--- config.mk ---
export PLATFORM = sky130hd
export DESIGN_NAME = seg_scan_ctrl
export DESIGN_NICKNAME = d
export VERILOG_FILES = /design/src/rtl/seg_scan_ctrl.sv
export SDC_FILE = /design/constraint.sdc
export NUM_CORES = 1
export LEC_CHECK = 0
export CORE_MARGIN = 1.5
export CORE_UTILIZATION = 45
export DETAILED_ROUTE_END_ITERATION = 8
export PLACE_DENSITY = 0.71
export SLEW_MARGIN = 10
export SYNTH_ARGS = -nofsm -noshare
export SYNTH_HDL_FRONTEND = slang
export SYNTH_SLANG_ARGS = --single-unit
--- constraint.sdc ---
create_clock -name clk -period 1.9 [get_ports clk]
set_input_delay 0.19 -clock clk [delete_from_list [all_inputs] [get_ports clk]]
set_output_delay 0.19 -clock clk [all_outputs]
set_load 0.005 [all_outputs]
--- src/rtl/seg_scan_ctrl.sv ---
// 4-digit multiplexed 7-segment scanner with a double-buffered BCD value (swapped only at frame start).
// Load handshake: load_ready = !pending_vld, loads stall while pending is full; an/seg are combinational from state.
module seg_scan_ctrl #(
  parameter int DRIVE_CYC = 1000,
  parameter int DEAD_CYC  = 16
) (
  input  logic        clk,
  input  logic        rst,
  input  logic        load_valid,
  input  logic [15:0] load_data,
  output logic        load_ready,
  input  logic        disp_en,
  input  logic        lz_en,
  output logic [3:0]  an,
  output logic [6:0]  seg
);

  localparam int MAX_CYC = (DRIVE_CYC > DEAD_CYC) ? DRIVE_CYC : DEAD_CYC;
  localparam int CW      = (MAX_CYC > 1) ? $clog2(MAX_CYC) : 1;
  localparam logic [CW-1:0] DEAD_END  = CW'(DEAD_CYC - 1);
  localparam logic [CW-1:0] DRIVE_END = CW'(DRIVE_CYC - 1);

  typedef enum logic {BLANK, DRIVE} state_t;

  state_t        state;
  logic [1:0]    idx;
  logic [CW-1:0] cnt;
  logic [15:0]   display;
  logic [15:0]   pending;
  logic          pending_vld;
  logic          frame_start;

  // idx already points at the next digit while blanking, so idx==0 here marks a new frame
  assign frame_start = (state == BLANK) && (cnt == DEAD_END) && (idx == 2'd0);
  assign load_ready  = ~pending_vld;

  always_ff @(posedge clk or posedge rst) begin
    if (rst) begin
      state       <= BLANK;
      idx         <= 2'd0;
      cnt         <= '0;
      display     <= 16'h0000;
      pending     <= 16'h0000;
      pending_vld <= 1'b0;
    end else begin
      case (state)
        BLANK: begin
          if (cnt == DEAD_END) begin
            state <= DRIVE;
            cnt   <= '0;
          end else begin
            cnt <= cnt + 1'b1;
          end
        end
        DRIVE: begin
          if (cnt == DRIVE_END) begin
            state <= BLANK;
            idx   <= idx + 2'd1;
            cnt   <= '0;
          end else begin
            cnt <= cnt + 1'b1;
          end
        end
        default: begin
          state <= BLANK;
          cnt   <= '0;
        end
      endcase

      if (frame_start && pending_vld) begin
        display     <= pending;
        pending_vld <= 1'b0;
      end else if (load_valid && !pending_vld) begin
        pending     <= load_data;
        pending_vld <= 1'b1;
      end
    end
  end

  logic [3:0] cur_digit;
  logic       lz_blank;
  logic [6:0] seg_code;

  assign cur_digit = display[{idx, 2'b00} +: 4];

  always_comb begin
    lz_blank = 1'b0;
    case (idx)
      2'd1:    lz_blank = (display[15:4]  == 12'h000);
      2'd2:    lz_blank = (display[15:8]  == 8'h00);
      2'd3:    lz_blank = (display[15:12] == 4'h0);
      default: lz_blank = 1'b0;
    endcase
  end

  always_comb begin
    seg_code = 7'b0000000;
    case (cur_digit)
      4'd0:    seg_code = 7'b0111111;
      4'd1:    seg_code = 7'b0000110;
      4'd2:    seg_code = 7'b1011011;
      4'd3:    seg_code = 7'b1001111;
      4'd4:    seg_code = 7'b1100110;
      4'd5:    seg_code = 7'b1101101;
      4'd6:    seg_code = 7'b1111101;
      4'd7:    seg_code = 7'b0000111;
      4'd8:    seg_code = 7'b1111111;
      4'd9:    seg_code = 7'b1101111;
      default: seg_code = 7'b0000000;
    endcase
  end

  assign an  = (state == DRIVE && disp_en) ? (4'b0001 << idx) : 4'b0000;
  assign seg = (state == DRIVE && !(lz_en && lz_blank)) ? seg_code : 7'b0000000;

endmodule

### Word-level counts from Yosys, hierarchy flattened

Memories as Yosys holds them, arrays and structs flattened.
Index checks and enable logic that the tools add are counted.

| storage, ports and cells | value |
|---|---|
| input bits | 21 |
| bits in read-only memories | 112 |
| flip-flop bits (word level) | 46 |
| output and inout port bits | 12 |
| memories kept | 1 |
| logic and storage cells | 46 |

| operators by class | value |
|---|---|
| add/sub/neg operators | 2 |
| shifts and indexed selects | 2 |
| mux-type cells | 11 |
| reduce and logical (&&, ||, !) cells | 16 |
| bitwise gates (word level) | 3 |
| equal/unequal tests | 5 |

Memories:

| memory | depth | bits a word | read ports | clocked after memory_dff | write ports | RTL line | text |
|---|---|---|---|---|---|---|---|
| (no name shown) | 16 | 7 | 1 | 0 | 0 | 98 | `case (cur_digit)` |

Operators with widths:

| operator | number |
|---|---|
| $mux W10 | 2 |
| $pmux W10 S2 | 1 |
| $shiftx A16 B5 Y4 | 1 |
| $logic_not A12 Y1 | 1 |
| $add A10 B1 Y10 const B | 1 |
| $eq A10 B10 Y1 const B | 1 |
| $eq A10 B4 Y1 const B | 1 |
| $logic_not A8 Y1 | 1 |
| $logic_and A1 B1 Y1 | 7 |
| $mux W7 | 1 |
| $eq A2 B2 Y1 const B | 2 |
| $logic_not A4 Y1 | 1 |
| $mux W1 | 4 |
| $mux W4 | 1 |
| $reduce_and A2 Y1 | 2 |
| $shl A1 B2 Y4 const A | 1 |
| $not A1 Y1 | 3 |
| $pmux W1 S3 | 1 |
| $add A2 B1 Y2 const B | 1 |
| $eq A2 B1 Y1 const B | 1 |
| $logic_not A1 Y1 | 2 |
| $logic_not A2 Y1 | 1 |
| $pmux W1 S2 | 1 |
| $reduce_bool A2 Y1 | 1 |

### Longest topological paths before layout

| logic depth | value |
|---|---|
| depth after elaboration | 6 |
| depth in mapped cells | 8 |
| gate-level depth less buffers | 7 |

### Worst setup path after synthesis

Ideal clock, no wire load.

| timing path | value |
|---|---|
| kind | reg2out |
| start point | register idx[0] |
| end point | output seg[4] |
| stages on the path, launching flop included | 9 |
| buffers on the path | 1 |
| data required time | 1.710 ns |
| path slack | -0.122 ns |
| arrival time | 1.832 ns |
| cell sequence | dfrtp_1 > buf_6 > mux4_2 > inv_1 > ha_1 > inv_1 > mux2_4 > a2bb2oi_1 > nor2_2 |

| on the way | value |
|---|---|
| longest elaborated chain between the ends | 6 |
| elaborated cells on any way between the ends | 10 |
| classes of those cells | eq/ne: 3; shift: 1; mux: 2; reduce/logical: 3; memory: 1 |

Ends and longest elaborated chain:

| what | RTL line | text |
|---|---|---|
| from (decl) | 26 | `logic [1:0] idx;` |
| from (signal assigned) | 58 | `idx <= idx + 2'd1;` |
| parallel branches: the longest is 5 deep, another holds $mem_v2 Z16 W7 | -- |  |
| $mux W7 (*) | 114 | `assign seg = (state == DRIVE && !(lz_en && lz_blank)) ? seg_code : 7'b0000000;` |
| to (decl) | 15 | `output logic [6:0] seg` |

Mark *: on every way between the ends.

### Worst setup path in the final report

Same ends and word-level chain as after synthesis.

==> impl_results.md <==
- Remaining global-route overflow: 0
- Fin Setup TNS: -3.98 ns
- Die Area: 5540 um2
- Largest family of logic cells by synthesized area: multiplexers
- Max-slew headroom: 76.0%
- Met3 Use GR: 4.20%
- Antenna violations before repair: 0
- Clock sink count: 46
- Final Power: 2.45 mW
- Post-synthesis xor/xnor area fraction: 3.82%
- #FFs+latches synth: 46
- Clock Pin Slew Worst Setup and Hold Paths: 0.09 ns
- Total CTS buffers: 5
- DIE WIDTH: 74.4 um
- Post-Synth Adder-Cell Area: 5.45%
- Library cells used by synthesis: 33
- Commonest non-fill, non-tap cell in the layout: dfrtp_1
- # diodes: 0
- Largest net degree at the start of global routing: 47
- Clock buffer depth: 2
- Mux share of post-synthesis cell area: about a fifth
- Placed instance count: 304
- Worst Hold Class: primary input to asynchronous set/reset pin
- Worst Reg-to-Reg Cells: 8
- Placement Cell Area: 2890 um2
- Total Routing Usage GR: between 15 and 20%
- Critical R2R Launch: idx[0]
- Reg2reg end: display[10]
- Pre-CTS setup slack: -0.502 ns
- CTS tree: yes
- Warnings, synthesis: 0
- Setup Crit Path Kind: flip-flop to output pin
- Vias per cell: between 5 and 6
- Syn_area_per_cell: 12.4 um2
- Finished Layout Cells: 316
- Final min period: around 2.4 ns
- Vias in the first global route: 1572
- Layout Skew: 0.0106 ns
- Cell row count: 25
- Worst skew pair latency: 0.30 ns
- Cells after Synth: about 190
- Global routing's busiest layer: met2
- DR pass1 iterations: 4
- Post-DP HPWL: 3.21 mm
- DRT Wirelength: roughly 4.8 mm
- Primary FF master, synth: dfrtp_1
- Final cycle utilization of the critical path: 124%
- Critical path capture point type: output pin
- Final-report hold violation count: 0
- Maximum vdd drop: 0.768 mV
- # H-tree levels: 2
- Vias: 1619
- RSZ-0062 raised after global routing: true
- Setup-failing EPs final: 24
- Max Freq: 425 MHz
- Post-Layout Inst Area: 3120 um2
- Async set-reset flop share out of synthesis: 100%
- Initial Util: 47.6%
- PD cells: 784 nW/um2
- Sequential area share after synthesis: between 50% and 60%
- Status: complete, but fails checks
- Worst-path fanout max: 4
- First-pass GRT wire length: 7.82 mm
- Ports: 33
- Pins Over Slew Limit: 0
- Number of remaining DRC errors: 0
- 1st-iter DRT viols: 123
- Worst Path Arrival: 2.16 ns
- Hold_ws: about 0.23 ns
- Setup ws final: -0.451 ns
- Final ANT Viol Nets: 0
- Synth Area in Simple Gates: 11.6%
- P&R area growth vs syn: 36.0%
- M1 GR Usage: 27.0%
- NumNets Final: 279
- Tightest Pin Transition: 0.355 ns
- Failing checks: setup timing
- Die Span Y: 74.4 um
- Max cap viols: 0
- Worst path required time: 1.71 ns
- Synth Area in Compound Gates: 4.14%
- GRT met2 Usage: 29.3%
- Gpl congestion: slightly below 1
- Most frequent cells in the layout: 45 x dfrtp_1, 33 x mux2_2, 25 x buf_4, 22 x clkdlybuf4s50_1, 13 x nor2_1
- Root Driver: clkbuf_8
- Syn nets: approximately 220
- Core Area: ~4800 um2
- Share of cells above drive strength 1: about two fifths
- Post-synthesis cell area: ~2300 um2
- Port bufs: 32
- Crit path launch type: flip-flop
- Reg2Reg Setup Slack: -0.07 ns
- Drt wl/cell: around 15 um
- Leak pwr: 1.40 nW
- Number of synthesized flops with an enable pin: 0
- Utilization after layout: 64.8%
-- critical path, stage by stage, from the launching register on --
cell       delay, ns
dfrtp_2         0.43
buf_6           0.12
mux4_2          0.55
buf_6           0.15
mux2_4          0.29
a2bb2oi_2       0.14
nor2_2          0.07
buf_2           0.11
-- sequential cells by signal, indices dropped and copies added, names as in the netlist --
name / flops
idx: 2
state: 1
cnt: 10
pending_vld: 1
display: 16
pending: 16
-- synth_stat cells (all sizes together), types with 6 or more instances --
cell type / n / share of area, %
nand3: 6 / 1.3
nand2: 6 / 0.98
nor2: 14 / 2.4
buf: 6 / 2.1
dfrtp: 46 / 50
and3: 7 / 1.9
inv: 11 / 1.8
mux2: 34 / 17
ha: 10 / 5.5
xor2: 6 / 2.3
-- worst max-delay path by stage --
stage                 from     end  slack (ns)  cells after the start
detailed placement  idx[0]  seg[4]       -0.50                      8
global placement    idx[0]  seg[4]       -0.45                      8
finish              idx[0]  seg[4]       -0.45                      7
floorplan           idx[0]  seg[4]        -0.1                      8
CTS                 idx[0]  seg[4]       -0.42                      7
global route        idx[0]  seg[1]       -0.59                      7
-- power breakdown --
group,internal (mW),switching [mW]
combinational,0.260,0.172
sequential,1.07,0.0591
clock,0.561,0.326
total,1.89,0.557
-- layout make-up --
cell class	count	area, um2
fillers	389	1700
flip-flops and latches	46	1150
multi-input cells	121	1130
repair buffers	63	573
well taps	67	83.8
clock buffers	6	82.6
clock inverters	2	60.1
inverters	11	41.3
-- routing by layer --
layer  vias to the layer above  wire, um  part of all wire, %
li1                        777         -                    -
met4                         0        94                  2.0
met2                        36      2310                   48
met5                         -         0                    0
met1                       796      2240                   47
met3                        10       150                  3.1
-- cells by family (layout without fill, tap and decap cells) --
| kind of cell | Yosys count | in the layout |
|---|---|---|
| AO/OA/AOI/OAI | 15 | 15 |
| XOR/XNOR | 10 | 10 |
| adder cells (fa/ha/maj) | 10 | 10 |
| buffers and inverters | 18 | 82 |
| flip-flops | 46 | 46 |
| multiplexers | 38 | 38 |
| AND/OR/NAND/NOR | 48 | 48 |
-- timing repair --
action,CTS,global route
hold buffers,0,0
buffers inserted,3,1
gates resized for setup,43,7
setup endpoints to repair,27,27
pin swaps,4,3
endpoints found under the hold margin,0,0
No activity file was read; power rests on OpenSTA's default activity.
